## src/rtl/neuron_mac_seq.sv

```systemverilog
// neuron_mac_seq: sequences reads from the weight/input memory and
// accumulates one neuron dot product. Optional macro: NEURON_RELU_EN.
module neuron_mac_seq #(
    parameter int N_IN   = 4,
    parameter int X_BASE = 0,
    parameter int W_BASE = 128,
    parameter int ACC_W  = 20,
    parameter logic signed [ACC_W-1:0] BIAS = '0,
    parameter int SHIFT  = 0
) (
    input  logic                    clk,
    input  logic                    rst,
    input  logic                    req,
    output logic [7:0]              abus_r,
    input  logic [7:0]              dbus_r,
    output logic                    busy,
    output logic                    ack,
    output logic signed [7:0]       y,
    output logic signed [ACC_W-1:0] acc
);

    typedef enum logic [1:0] {IDLE, RDX, RDW, ACT} state_t;

    localparam logic [7:0] XB   = 8'(X_BASE);
    localparam logic [7:0] WB   = 8'(W_BASE);
    localparam logic [7:0] LAST = 8'(N_IN - 1);

    state_t                  state_q, state_d;
    logic [7:0]              abus_q, abus_d;
    logic signed [7:0]       x_q, x_d;
    logic signed [ACC_W-1:0] acc_q, acc_d;
    logic [7:0]              i_q, i_d;
    logic                    busy_q, busy_d;
    logic                    ack_q, ack_d;
    logic signed [7:0]       y_q, y_d;

    logic signed [15:0]      prod;
    logic signed [ACC_W-1:0] prod_ext;
    logic signed [ACC_W-1:0] t;
    logic signed [7:0]       s;
    logic signed [7:0]       act;

    assign prod     = 16'($signed(x_q)) * 16'($signed(dbus_r));
    assign prod_ext = {{(ACC_W-16){prod[15]}}, prod};
    assign t        = acc_q >>> SHIFT;

    // Saturate the shifted accumulator to 8 bits, then apply activation
    always_comb begin
        s = t[7:0];
        if (!t[ACC_W-1] && (|t[ACC_W-2:7])) begin
            s = 8'sh7f;
        end else if (t[ACC_W-1] && !(&t[ACC_W-2:7])) begin
            s = 8'sh80;
        end
`ifdef NEURON_RELU_EN
        act = s[7] ? 8'sh00 : s;
`else
        act = s;
`endif
    end

    // Next-state and datapath updates for the read/accumulate sequence
    always_comb begin
        state_d = state_q;
        abus_d  = abus_q;
        x_d     = x_q;
        acc_d   = acc_q;
        i_d     = i_q;
        busy_d  = busy_q;
        ack_d   = 1'b0;
        y_d     = y_q;
        unique case (state_q)
            IDLE: begin
                if (req) begin
                    abus_d  = XB;
                    acc_d   = BIAS;
                    i_d     = 8'd0;
                    busy_d  = 1'b1;
                    state_d = RDX;
                end
            end
            RDX: begin
                x_d     = dbus_r;
                abus_d  = WB + i_q;
                state_d = RDW;
            end
            RDW: begin
                acc_d = acc_q + prod_ext;
                if (i_q == LAST) begin
                    state_d = ACT;
                end else begin
                    i_d     = i_q + 8'd1;
                    abus_d  = XB + i_q + 8'd1;
                    state_d = RDX;
                end
            end
            ACT: begin
                y_d     = act;
                ack_d   = 1'b1;
                busy_d  = 1'b0;
                state_d = IDLE;
            end
            default: state_d = IDLE;
        endcase
    end

    // State and datapath registers, cleared asynchronously
    always_ff @(posedge clk or posedge rst) begin
        if (rst) begin
            state_q <= IDLE;
            abus_q  <= 8'd0;
            x_q     <= 8'sd0;
            acc_q   <= '0;
            i_q     <= 8'd0;
            busy_q  <= 1'b0;
            ack_q   <= 1'b0;
            y_q     <= 8'sd0;
        end else begin
            state_q <= state_d;
            abus_q  <= abus_d;
            x_q     <= x_d;
            acc_q   <= acc_d;
            i_q     <= i_d;
            busy_q  <= busy_d;
            ack_q   <= ack_d;
            y_q     <= y_d;
        end
    end

    assign abus_r = abus_q;
    assign busy   = busy_q;
    assign ack    = ack_q;
    assign y      = y_q;
    assign acc    = acc_q;

endmodule

```

## config.mk

```make
export PLATFORM = sky130hd
export DESIGN_NAME = neuron_mac_seq
export DESIGN_NICKNAME = d
export VERILOG_FILES = /design/src/rtl/neuron_mac_seq.sv
export SDC_FILE = /design/constraint.sdc
export NUM_CORES = 1
export LEC_CHECK = 0
export ABC_AREA = 1
export CORE_MARGIN = 3
export CORE_UTILIZATION = 40
export CTS_BUF_LIST = sky130_fd_sc_hd__clkbuf_4 sky130_fd_sc_hd__clkbuf_8
export CTS_CLUSTER_DIAMETER = 80
export DETAILED_ROUTE_END_ITERATION = 6
export SKIP_CTS_REPAIR_TIMING = 1
export SYNTH_ARGS = -nofsm -noshare
export SYNTH_HDL_FRONTEND = slang
export SYNTH_SLANG_ARGS = --single-unit
```

## constraint.sdc

```tcl
create_clock -name clk -period 6.4 [get_ports clk]
set_input_delay 0.64 -clock clk [delete_from_list [all_inputs] [get_ports clk]]
set_output_delay 0.64 -clock clk [all_outputs]
set_load 0.01 [all_outputs]
```

# Word-level counts from Yosys, hierarchy flattened
# Index checks and enable logic that the tools add are counted.
word_totals:
  register_bits: 56
  in_bits: 11
  out_inout_bits: 38
  wordCells: 46
op_classes:
  addsub: 3
  multipliers: 1
  n_eq_ne: 6
  muxes: 14
  n_reduce_logical: 14
ops:
  columns: ["operator", "count"]
  rows:
  - ["one-hot mux 20 bit (2 select lines)", 1]
  - ["two-way mux 8 bit", 4]
  - ["one-hot mux 8 bit (3 select lines)", 1]
  - ["adder 20 x 16 -> 20 bit", 1]
  - ["two-way mux 20 bit", 1]
  - ["multiplier 8 x 8 -> 16 bit", 1]
  - ["one-hot mux 8 bit (2 select lines)", 1]
  - ["AND reduction 12 bit", 1]
  - ["OR reduction 12 bit", 1]
  - ["adder 8 x 1 -> 8 bit (second input constant)", 1]
  - ["adder 8 bit (first input constant)", 1]
  - ["== test 8 x 2 -> 1 bit (second input constant)", 1]
  - ["one-hot mux 2 bit (4 select lines)", 1]
  - ["AND reduction 3 bit", 2]
  - ["== test 2 bit (second input constant)", 2]
  - ["two-way mux 2 bit", 2]
  - ["!= test 2 bit (second input constant)", 2]
  - ["AND reduction 2 bit", 2]
  - ["nonzero test 2 bit", 2]
  - ["nonzero test 3 bit", 1]
  - ["== test 2 x 1 -> 1 bit (second input constant)", 1]
  - ["logical AND 1 bit", 2]
  - ["zero test 1 bit", 2]
  - ["zero test 2 bit", 1]
  - ["2 further kinds", 3]

# Longest topological paths before layout
depth:
  depth_word: 5
  mapped_depth: 23
  depth_no_buf: 22

# Least setup slack after synthesis
# OpenSTA, ideal clock, no wires.
synth_timing:
  kind: "in2reg"
  start: "input dbus_r[0]"
  end: "register acc_q[17] (netlist: acc[17])"
  arrival_ps: 4736
  required_time_ps: 6283
  slack_ps: 1546
  stages: 20
  path_buffers: 1
  cell_sequence: "clkbuf_1 nand2_1 inv_1 fa_1 inv_1 fa_1 fa_1 inv_1 fa_1 ha_1 ha_1 nand2_1 nor2_1 inv_1 nor3_1 nand2_1 nand2_1 nand2_1 nand3_1 nand2_1"
synth_via:
  elab_chain_cells: 3
synth_lines:
  columns: ["element", "line_no", "source"]
  rows:
  - ["start: declaration", "15", "input logic [7:0] dbus_r,"]
  - ["multiplier 8 x 8 -> 16 bit", "43", "assign prod = 16'($signed(x_q)) * 16'($signed(dbus_r));"]
  - ["adder 20 x 16 -> 20 bit", "88", "acc_d = acc_q + prod_ext;"]
  - ["one-hot mux 20 bit (2 select lines)", "72", "unique case (state_q)"]
  - ["end signal: assignment", "113", "acc_q <= '0;"]
  - ["end signal: assignment", "122", "acc_q <= acc_d;"]
  - ["end: declaration", "31", "logic signed [ACC_W-1:0] acc_q, acc_d;"]
# Every way passes these cells.
# A chain may end at the register's enable or synchronous reset.

# Final worst setup path
layout_timing:
  start: "input dbus_r[0]"
  end: "register acc_q[19] (netlist: acc[19])"
# The elaborated chain is that of the path after synthesis.

==> key figures <==
STA
  – Setup Skew: 0.00835 ns
  – Fin crit period: ~5.4 ns
  – Relative slew slack: 0.464
  – Fin crit share: 0.840
  – Fmax: 186 MHz
  – Worst Tran Pin Value: 0.804 ns
  – Setup TNS: 0 ns
  – Hold_ws: slightly below 0.5 ns
  – Final Hold Fails: 0
  – RSZ-0062 raised after global routing: false
  – Pins over their slew limit: 0
  – Final Setup Violations: 0

Synth
  – Most used flip-flop cell after synthesis: dfrtp_1
  – Cells after synthesis: around 800
  – Post-synthesis net count: 940
  – Mean post-synth cell area: 8.03 sq um
  – Share of flip-flops with an asynchronous set or reset: 1.00
  – Count leader, synth: nand2_1
  – Seq/Total Area, Yosys: 0.221
  – Post-synth EDFFs: 0
  – Top-area cell type share of the netlist area: 0.278
  – Register bit total from synthesis: 56
  – Synthesized cell area: 0.00634 sq mm
  – Ys Warns: 0
  – Commonest cells post-synth: nand2_1 (219), inv_1 (179), fa_1 (88)
  – Synth cell types: 35
  – Leading area contributor after synthesis: fa_1
  – Ranking of synthesized cells by area: fa_1 (28%), dfrtp_1 (22%), nand2_1 (13%)

Clock tree
  – Num CTS Buffers: 5
  – CTS tree: yes
  – Clk Latency, worst-skew pair: ~0.34 ns
  – Max clock buf depth: 2
  – Clock-pin slew reported for the worst setup and hold paths after clock tree synthesis: around 0.13 ns
  – H-tree depth: 2
  – Clock Sinks: 56
  – Root buffer selected by CTS: clkbuf_8

Setup path
  – Crit-path leading delay family: adder cells
  – Most used cell along the critical path: nand2_1
  – Max incr delay on CP: about 0.64 ns
  – Worst Path Buf+Inv: 2
  – Setup crit end kind: flip-flop
  – CP arrival: about 5.6 ns
  – CP Class: in -> reg
  – Crit path required time: roughly 6.7 ns
  – Crit-path max FO: 12
  – CP cell instances: clkdlybuf4s50_1, nand2_1, inv_1, fa_1, fa_1, fa_1, fa_1, ha_1, ha_1, nand2_1, nor2_1, nand3_1, nand2_1, nand2_1, nand2_1, nand3_1, nand3_1, nand2_1
  – Max stage delay cell, worst path: clkdlybuf4s50_1
  – Critical Path Source Type: input pin

Detailed routing
  – DR pass1 iterations: 4
  – WL/cell: around 13 microns
  – Post-DRT Antenna Nets: 0
  – Initial DRC count: 312
  – DRC violations left: 0
  – DR vias/cell: 4.65
  – Vias: 4,822
  – WL final: ~14,000 microns

Floorplanning
  – Die area: about 0.017 sq mm
  – Site Rows: 45
  – Chip width: 132 microns
  – Core ar.: around 0.015 sq mm
  – Die Y: ~130 microns
  – Starting Density: 0.413
  – Io pins: 49

Finish
  – N_diodes: 0
  – Filler Cell Count: between 1,500 and 2,000
  – Share of cells above drive strength 1: 0.0375
  – Area growth, synth to finish: 11.9%
  – Final #Nets: 976

Job
  – Max_cap viols: 0

Placed design
  – GPL Wtd Cong: 0.878
  – DP HPWL: 11,300 microns
  – Buffers on Ports: between 40 and 50

Global route
  – Antenna violations before repair: 0
  – Total GRT Usage: 0.174
  – GR Overflow Total: 0
  – First-pass GRT wire length: about 25,000 microns
  – Pin count of the biggest net entering global routing: 57
  – Number of global-route vias before repair: between 5,000 and 6,000

Min path
  – Hold Crit Class: reg -> reg

Status
  – Status: finished clean
layout make-up:
class | count | area (sq um) | share of cell area
flip-flops and latches | 56 | 1400 | 0.197
clock inverters | 3 | 26.3 | 0.00370
repair buffers | 51 | 503 | 0.0708
clock buffers | 5 | 68.8 | 0.00969
multi-input cells | 530 | 4150 | 0.585
inverters | 182 | 686 | 0.0966
well taps | 211 | 264 | 0.0372
registers in the layout (all words and copies together) (netlist names):
signal,cells
x_q,8
busy,1
acc,20
y,8
i_q,8
state_q,2
abus_r,8
ack,1
cell usage in the layout (no fill, tap or decap), types with 2 or more instances in the layout:
cell and n:
fa_1 88, dfrtp_1 56, ha_1 51, nand2_4 2
buf_4 3, nand2_1 219, nor3_1 4, nand4_1 5
nand2_2 3, clkinvlp_4 2, o21ai_0 41, o21ai_2 3
clkinv_1 2, o21a_1 2, inv_1 178, nand3b_1 3
a21oi_1 21, clkbuf_8 5, o22ai_1 6, o21bai_1 2
nand3_1 19, o21ai_1 2, nor2_1 43, nand3_2 4
nor2_2 4, clkdlybuf4s50_1 48
worst paths after layout:
path / startpoint / end / slack, ns / cells past startpoint
worst max-delay path: dbus_r[0] / acc[19] / 1.02 / 18
worst min-delay path: abus_r[2] / abus_r[2] / 0.49 / 2
worst max register to register: x_q[7] / acc[19] / 1.43 / 17
worst min register to register: abus_r[2] / abus_r[2] / 0.49 / 2
max in group asynchronous: rst / acc[16] / 5.09 / 3
min in group asynchronous: rst / y[5] / 0.82 / 3
cells by family after synthesis:
logic type | synth area share
and+or+nand+nor | 0.206
buffers and inverters | 0.125
adders and majority gates | 0.378
AOI/OAI and AO/OA | 0.0677
DFF | 0.221
xor gates and xnor gates | 0.00276
layer usage:
layer / vias to the layer above / global-route usage / part of all wire / wire (microns)
met5: - / 0 / 0 / 0
li1: 2440 / - / - / -
met3: 11 / 0.0275 / 0.049 / 676
met4: 0 / 0.0414 / 0.012 / 167
met1: 2289 / 0.241 / 0.46 / 6350
met2: 82 / 0.287 / 0.48 / 6620
metrics by stage:
step | instance area, sq um | util | instances | setup slack (ns)
CTS | 7100 | 0.462 | 1038 | 0.981
detailed placement | 7000 | 0.456 | 1030 | 0.611
global placement | 7000 | 0.456 | 1030 | 0.687
floorplan | 6340 | - | 790 | 1.55
finish | 7100 | 0.462 | 1038 | 1.02
global route | 7100 | 0.462 | 1038 | 0.594
tightest hold or removal path: cells and delay by family, from the launching register on:
kind / cells / cell delay, ns
and+or+nand+nor: 2 / 0.10
DFF: 1 / 0.36
Power is not shown: default switching activity piles up to over one toggle a cycle in this logic, so the estimate is an artifact.
